### src/rtl/id_exe_reg.sv
// ID/EXE pipeline register.
// Captures decoded control and operand fields from the decode stage and
// presents them, fully registered, to the execute stage. Supports squash
// (flush), hold (freeze), sanitising of invalid/illegal control words into
// bubbles, and a saturating bubble counter with synchronous clear.
module id_exe_reg (
    input  logic        clk,
    input  logic        rst,
    input  logic        flush,
    input  logic        freeze,
    input  logic        cnt_clr,
    input  logic        valid_in,
    input  logic [8:0]  cntrl_in,
    input  logic [31:0] pc_in,
    input  logic [31:0] val_rn_in,
    input  logic [31:0] val_rm_in,
    input  logic        imm_in,
    input  logic [11:0] shift_operand_in,
    input  logic [23:0] signed_imm_24_in,
    input  logic [3:0]  dest_in,
    input  logic [3:0]  src1_in,
    input  logic [3:0]  src2_in,
    input  logic [3:0]  sr_in,
    output logic [3:0]  exe_cmd,
    output logic        mem_w_en,
    output logic        mem_r_en,
    output logic        wb_en,
    output logic        b,
    output logic        s,
    output logic [31:0] pc,
    output logic [31:0] val_rn,
    output logic [31:0] val_rm,
    output logic        imm,
    output logic [11:0] shift_operand,
    output logic [23:0] signed_imm_24,
    output logic [3:0]  dest,
    output logic [3:0]  src1,
    output logic [3:0]  src2,
    output logic [3:0]  sr,
    output logic        valid_out,
    output logic [15:0] bubble_cnt
);

    // Control word layout: {EXE_CMD[3:0], MEM_W_EN, MEM_R_EN, WB_EN, B, S}.
    // A simultaneous memory write and read request is not a legal command.
    function automatic logic is_illegal_ctrl(input logic [8:0] ctrl);
        return ctrl[4] & ctrl[3];
    endfunction

    logic [8:0]  ctrl_r,   ctrl_nxt_s;
    logic        valid_r,  valid_nxt_s;
    logic [31:0] pc_r,     pc_nxt_s;
    logic [31:0] val_rn_r, val_rn_nxt_s;
    logic [31:0] val_rm_r, val_rm_nxt_s;
    logic        imm_r,    imm_nxt_s;
    logic [11:0] shift_r,  shift_nxt_s;
    logic [23:0] simm_r,   simm_nxt_s;
    logic [3:0]  dest_r,   dest_nxt_s;
    logic [3:0]  src1_r,   src1_nxt_s;
    logic [3:0]  src2_r,   src2_nxt_s;
    logic [3:0]  sr_r,     sr_nxt_s;
    logic [15:0] cnt_r,    cnt_nxt_s;

    logic load_bubble_s;
    logic bubble_evt_s;

    // A load becomes a bubble when the incoming slot is invalid or its control word is illegal.
    assign load_bubble_s = ~valid_in | is_illegal_ctrl(cntrl_in);
    // A bubble is inserted on every flush and on every non-frozen bubble load.
    assign bubble_evt_s  = flush | (~freeze & load_bubble_s);

    // Next-state selection for the stage contents: flush > freeze > load.
    always_comb begin
        ctrl_nxt_s   = ctrl_r;
        valid_nxt_s  = valid_r;
        pc_nxt_s     = pc_r;
        val_rn_nxt_s = val_rn_r;
        val_rm_nxt_s = val_rm_r;
        imm_nxt_s    = imm_r;
        shift_nxt_s  = shift_r;
        simm_nxt_s   = simm_r;
        dest_nxt_s   = dest_r;
        src1_nxt_s   = src1_r;
        src2_nxt_s   = src2_r;
        sr_nxt_s     = sr_r;
        if (flush) begin
            ctrl_nxt_s   = 9'd0;
            valid_nxt_s  = 1'b0;
            pc_nxt_s     = 32'd0;
            val_rn_nxt_s = 32'd0;
            val_rm_nxt_s = 32'd0;
            imm_nxt_s    = 1'b0;
            shift_nxt_s  = 12'd0;
            simm_nxt_s   = 24'd0;
            dest_nxt_s   = 4'd0;
            src1_nxt_s   = 4'd0;
            src2_nxt_s   = 4'd0;
            sr_nxt_s     = 4'd0;
        end else if (freeze) begin
            ctrl_nxt_s   = ctrl_r;
            valid_nxt_s  = valid_r;
        end else begin
            pc_nxt_s     = pc_in;
            val_rn_nxt_s = val_rn_in;
            val_rm_nxt_s = val_rm_in;
            imm_nxt_s    = imm_in;
            shift_nxt_s  = shift_operand_in;
            simm_nxt_s   = signed_imm_24_in;
            dest_nxt_s   = dest_in;
            src1_nxt_s   = src1_in;
            src2_nxt_s   = src2_in;
            sr_nxt_s     = sr_in;
            if (load_bubble_s) begin
                ctrl_nxt_s  = 9'd0;
                valid_nxt_s = 1'b0;
            end else begin
                ctrl_nxt_s  = cntrl_in;
                valid_nxt_s = 1'b1;
            end
        end
    end

    // Bubble counter next value: clear wins, otherwise saturating increment.
    always_comb begin
        cnt_nxt_s = cnt_r;
        if (cnt_clr) begin
            cnt_nxt_s = 16'd0;
        end else if (bubble_evt_s && (cnt_r != 16'hFFFF)) begin
            cnt_nxt_s = cnt_r + 16'd1;
        end else begin
            cnt_nxt_s = cnt_r;
        end
    end

    // Stage and counter flops; reset clears everything immediately.
    always_ff @(posedge clk or negedge rst) begin
        if (!rst) begin
            ctrl_r   <= 9'd0;
            valid_r  <= 1'b0;
            pc_r     <= 32'd0;
            val_rn_r <= 32'd0;
            val_rm_r <= 32'd0;
            imm_r    <= 1'b0;
            shift_r  <= 12'd0;
            simm_r   <= 24'd0;
            dest_r   <= 4'd0;
            src1_r   <= 4'd0;
            src2_r   <= 4'd0;
            sr_r     <= 4'd0;
            cnt_r    <= 16'd0;
        end else begin
            ctrl_r   <= ctrl_nxt_s;
            valid_r  <= valid_nxt_s;
            pc_r     <= pc_nxt_s;
            val_rn_r <= val_rn_nxt_s;
            val_rm_r <= val_rm_nxt_s;
            imm_r    <= imm_nxt_s;
            shift_r  <= shift_nxt_s;
            simm_r   <= simm_nxt_s;
            dest_r   <= dest_nxt_s;
            src1_r   <= src1_nxt_s;
            src2_r   <= src2_nxt_s;
            sr_r     <= sr_nxt_s;
            cnt_r    <= cnt_nxt_s;
        end
    end

    assign exe_cmd       = ctrl_r[8:5];
    assign mem_w_en      = ctrl_r[4];
    assign mem_r_en      = ctrl_r[3];
    assign wb_en         = ctrl_r[2];
    assign b             = ctrl_r[1];
    assign s             = ctrl_r[0];
    assign pc            = pc_r;
    assign val_rn        = val_rn_r;
    assign val_rm        = val_rm_r;
    assign imm           = imm_r;
    assign shift_operand = shift_r;
    assign signed_imm_24 = simm_r;
    assign dest          = dest_r;
    assign src1          = src1_r;
    assign src2          = src2_r;
    assign sr            = sr_r;
    assign valid_out     = valid_r;
    assign bubble_cnt    = cnt_r;

endmodule
### config.mk
export PLATFORM = sky130hd
export DESIGN_NAME = id_exe_reg
export DESIGN_NICKNAME = d
export VERILOG_FILES = /design/src/rtl/id_exe_reg.sv
export SDC_FILE = /design/constraint.sdc
export NUM_CORES = 1
export LEC_CHECK = 0
export BUFFER_PORTS_ARGS = -buffer_cell sky130_fd_sc_hd__buf_2
export CELL_PAD_IN_SITES_DETAIL_PLACEMENT = 2
export CELL_PAD_IN_SITES_GLOBAL_PLACEMENT = 2
export CORE_MARGIN = 5
export CORE_UTILIZATION = 29
export CTS_CLUSTER_DIAMETER = 30
export DETAILED_ROUTE_END_ITERATION = 16
export PLACE_DENSITY = 0.91
export SLEW_MARGIN = 0
export SYNTH_ARGS = -nofsm -noshare
export SYNTH_HDL_FRONTEND = slang
export SYNTH_SLANG_ARGS = --single-unit
### constraint.sdc
create_clock -name clk -period 3.1 [get_ports clk]
set_input_delay 0.31 -clock clk [delete_from_list [all_inputs] [get_ports clk]]
set_output_delay 0.31 -clock clk [all_outputs]
set_load 0.02 [all_outputs]
[Yosys cells after proc, flatten, opt, wreduce, memory -nomap -nowiden]
Cells that the tools add are included.
Storage, ports and cells
  bits in registers: 175
  input bits: 164
  output and inout port bits: 175
  logic and storage cells: 52
Operators by class
  add/sub/neg operators: 1
  equality and inequality tests: 2
  mux-type cells: 28
  bitwise operators: 6
  reduce and logical (&&, ||, !) cells: 2
Operators with widths (count)
  32-bit 2-to-1 mux: 6
  24-bit 2-to-1 mux: 2
  16-bit 2-to-1 mux: 2
  4-bit 2-to-1 mux: 8
  9-bit 2-to-1 mux: 3
  12-bit 2-to-1 mux: 2
  16-bit by 1-bit adder with 16-bit output, second input constant: 1
  16-bit != test, second input constant: 1
  1-bit 2-to-1 mux: 5
  1-bit AND: 2
  2-bit != test, second input constant: 1
  1-bit NOT: 2
  1-bit OR: 2
  2-bit nonzero test: 1
  1-bit logical AND: 1

[Depth between registers and ports, before layout]
  depth after elaboration: 7
  gate-level depth with buffers: 6
  depth with buffers taken out: 5

[Worst setup path before layout]
No wires, ideal clock.
  path type: register to register
  start: reg cnt_r[0] (netlist: bubble_cnt[0])
  end: reg cnt_r[2] (netlist: bubble_cnt[2])
  setup time: 0.128 ns
  arrival time: 1.754 ns
  setup slack: 1.219 ns
  stages on the path, launching flop included: 7
  period minus slack after synthesis: 1.881 ns
  cells stage by stage: dfrtp_1 -> ha_1 -> nand3_2 -> nor4_4 -> buf_6 -> a311oi_1 -> mux2_1
Between the ends
  word-level cells in the longest chain between the ends: 3
  elaborated cells on any way between the ends: 6
  classes of those cells: add/sub: 1; eq/ne: 1; mux: 2; reduce/logical: 2
RTL lines
  from (decl): line 62  | logic [15:0] cnt_r, cnt_nxt_s;
  from (signal assigned): line 164  | cnt_r <= cnt_nxt_s;
  16-bit by 1-bit adder with 16-bit output / 16-bit != test (equally long branches): line 129, 128
  16-bit 2-to-1 mux / 1-bit logical AND (equally long branches): line 128  | end else if (bubble_evt_s && (cnt_r != 16'hFFFF)) begin
  16-bit 2-to-1 mux / 2-bit nonzero test (equally long branches)
Parallel ways exist; a longest one is shown, timed or not. The select of a mux whose other input is x is not followed.
A chain may end at the register's enable or synchronous reset.

[Worst setup path after layout]
  start: reg cnt_r[0] (netlist: bubble_cnt[0])
  end: reg cnt_r[0] (netlist: bubble_cnt[0])
Same word-level chain as after synthesis.

==> qor.yml <==
outcome:
  status: "finished clean"
cells_and_area:
  fillers: 2727
  stdcell_count: 1285
  final_cell_mix: "buf_2, dfrtp_1, nor2_1"
  mostFrequentLayoutCell: "buf_2"
  nets: 1105
  drive_above_1_share: 0.416
  syn_to_final_growth_pct: 36.6
logic_synthesis:
  synth_area_per_cell_um2: 12.0
  ys_types: 35
  synth.top_cell.area_share: 0.600
  synth_fp_nets: 775
  synth-async-reset-ratio: 1.00
  synthCells: 610
  ys_ff_latch: 175
  ys_warn_count: 0
  yosys-top-cells-area: "dfrtp_1, mux2i_1, nor2_1"
  syn_area_um2: 7300
  synth_edf_count: 0
  synth-seq-area-share: 0.600
  synth_top_cell_by_area: "dfrtp_1"
  synth_top_flop_cell: "dfrtp_1"
clock_network:
  insertion_delay_ns: 0.42
  clk_pin_slew_worst_paths_ns: 0.08
  cts-buffers-inserted: 17
  cts_post_setup_buffers_inserted: 0
  root_buffer: "clkbuf_16"
  cts_buffer_depth: 2
  numClockSinks: 175
  cts_tree: "done"
  htreeDepth: 4
pwr:
  powerDensity_nw_per_um2: 550
  total_power_mw: 5.48
  ir_drop_v: 0.000233
  p_leak_nw: 5.64
timing:
  timing_worst_slew_pin_value_ns: 0.980
  fin_skew_ns: 0.0131
  rsz0062_at_grt: "false"
  drv_slew: 0
  final-setup-viol-count: 0
  finalSetupTns_ns: 0
  post-route-period-util: 0.709
  fmax_ghz: 0.455
  slew_headroom: 0.347
  period_minus_slack_ns: 2.20
  final-hold-violation-count: 0
  fin_hold_ws_ns: 0.104
global_route:
  first_global_vias: 6937
  grt_pass1_wl_um: 40200
  overflow: 0
  grt_max_degree: 89
  antenna_found_initial: 2
  grt_use_total: 0.179
placement:
  dpl.hpwl_um: 19800
  gp_congestion: 0.750
  port_buffers: 338
  dp_cells: 1250
setup_path:
  start_kind: "flip-flop"
  path_max_fanout: 12
  required_ns: 3.41
  worst_path_max_delay_cell: "nor4_4"
  worstPathCellList: "ha_1, nand3_2, nor4_4, a31oi_1, mux2_2"
  crit_arrival_ns: 2.51
  cpPeakStageDelay_ns: 0.64
  worst-setup-path-type: "reg2reg"
  cp-end-kind: "flip-flop"
min_path:
  min_path_type: "in2reg"
drt:
  dr.pass1.iters: 4
  vias: 6081
  viasPerCell: 4.73
  drt_iter0_drc: 267
  routed_wl_um: 26000
  ant_nets: 0
  drc: 0
  routedWlPerCell_um: 20.3
floorplanning:
  initial_utilization: 0.293
  die_y_um: 169
  rows: 58
  dieArea_um2: 28500
  io_pins: 339
  die_x_um: 169
  fp.coreArea_um2: 25000
run:
  maxCapViolCount: 0
==> power by group <==
group          switching [mW]  internal [mW]
combinational           0.480          0.295
sequential             0.0728           2.40
clock                    1.06           1.18
total                    1.61           3.88
==> metal layers <==
layer	GRT usage	vias up	wire length [um]
li1	-	2747	-
met1	0.213	3049	10500
met2	0.317	253	13200
met3	0.0507	30	1790
met4	0.0476	2	465
met5	0	-	13
==> cells by family (layout without fill, tap and decap cells) <==
group / Yosys count / in the layout / synth area share
mux: 160 / 160 / 0.221
flops: 175 / 175 / 0.600
simple gates: 206 / 206 / 0.123
fa+ha+maj: 1 / 1 / 0.00171
buf+inv: 42 / 385 / 0.0260
other cells: 0 / 2 / 0
compound gates: 26 / 26 / 0.0281
==> repair_timing <==
item,4_1_cts,5_1_grt
hold buffers,1,0
gates resized for setup,0,0
hold endpoints to repair,68,0
endpoints found under the setup margin,0,0
==> state kept, by name, indices dropped and copies added (netlist names) <==
signal	count
pc	32
val_rm	32
val_rn	32
signed_imm_24	24
bubble_cnt	16
shift_operand	12
ctrl_r	9
dest	4
sr	4
src1	4
src2	4
imm	1
valid_out	1
==> per-stage QoR <==
step / setup WS [ns] / area [um^2] / util
6_report: 0.902 / 9980 / 0.400
2_1_floorplan: 1.22 / 7300 / -
3_3_place_gp: 1.02 / 9350 / 0.375
5_1_grt: 0.737 / 9970 / 0.400
4_1_cts: 0.883 / 9970 / 0.399
3_5_place_dp: 0.912 / 9350 / 0.375
==> Yosys cell counts (6+ instances only) <==
library cell / instances
mux2i_1: 150
a22o_1: 9
nor2_1: 161
nor2b_1: 10
buf_2: 17
clkbuf_1: 20
mux2_2: 8
dfrtp_1: 175
nand2_1: 6
nor4_1: 7
==> critical path, delay by kind of cell (launching register included) <==
family / cells / cell delay [ns]
and+or+nand+nor: 2 / 0.76
DFF: 1 / 0.47
muxes: 1 / 0.33
AOI/OAI and AO/OA: 1 / 0.27
adders and majority gates: 1 / 0.26
==> final timing paths <==
kind,depth (start not counted),to,slack [ns],from
setup / recovery,5,bubble_cnt[0]$_DFFE_PN0P_,0.90,bubble_cnt[0]$_DFFE_PN0P_
hold / removal,2,ctrl_r[1]$_DFFE_PN0P_,0.10,cntrl_in[1]
setup reg to reg,5,bubble_cnt[0]$_DFFE_PN0P_,0.90,bubble_cnt[0]$_DFFE_PN0P_
hold reg to reg,1,valid_out$_DFFE_PN0P_,0.48,valid_out$_DFFE_PN0P_
max in group asynchronous,3,val_rn[2]$_DFFE_PN0P_,1.70,rst
min in group asynchronous,2,pc[10]$_DFFE_PN0P_,0.46,rst
==> cell type report <==
cell class                      instances  area [um^2]  area share
Antenna cell                            2         5.00    0.000502
Timing Repair Buffer                  350         1830       0.183
Clock inverter                         14          169      0.0169
Clock buffer                           18          439      0.0440
Tap cell                              330          413      0.0414
Inverter                                3         11.3     0.00113
Multi-Input combinational cell        393         2730       0.274
Sequential cell                       175         4380       0.439
No activity file was read; power rests on OpenSTA's default activity.
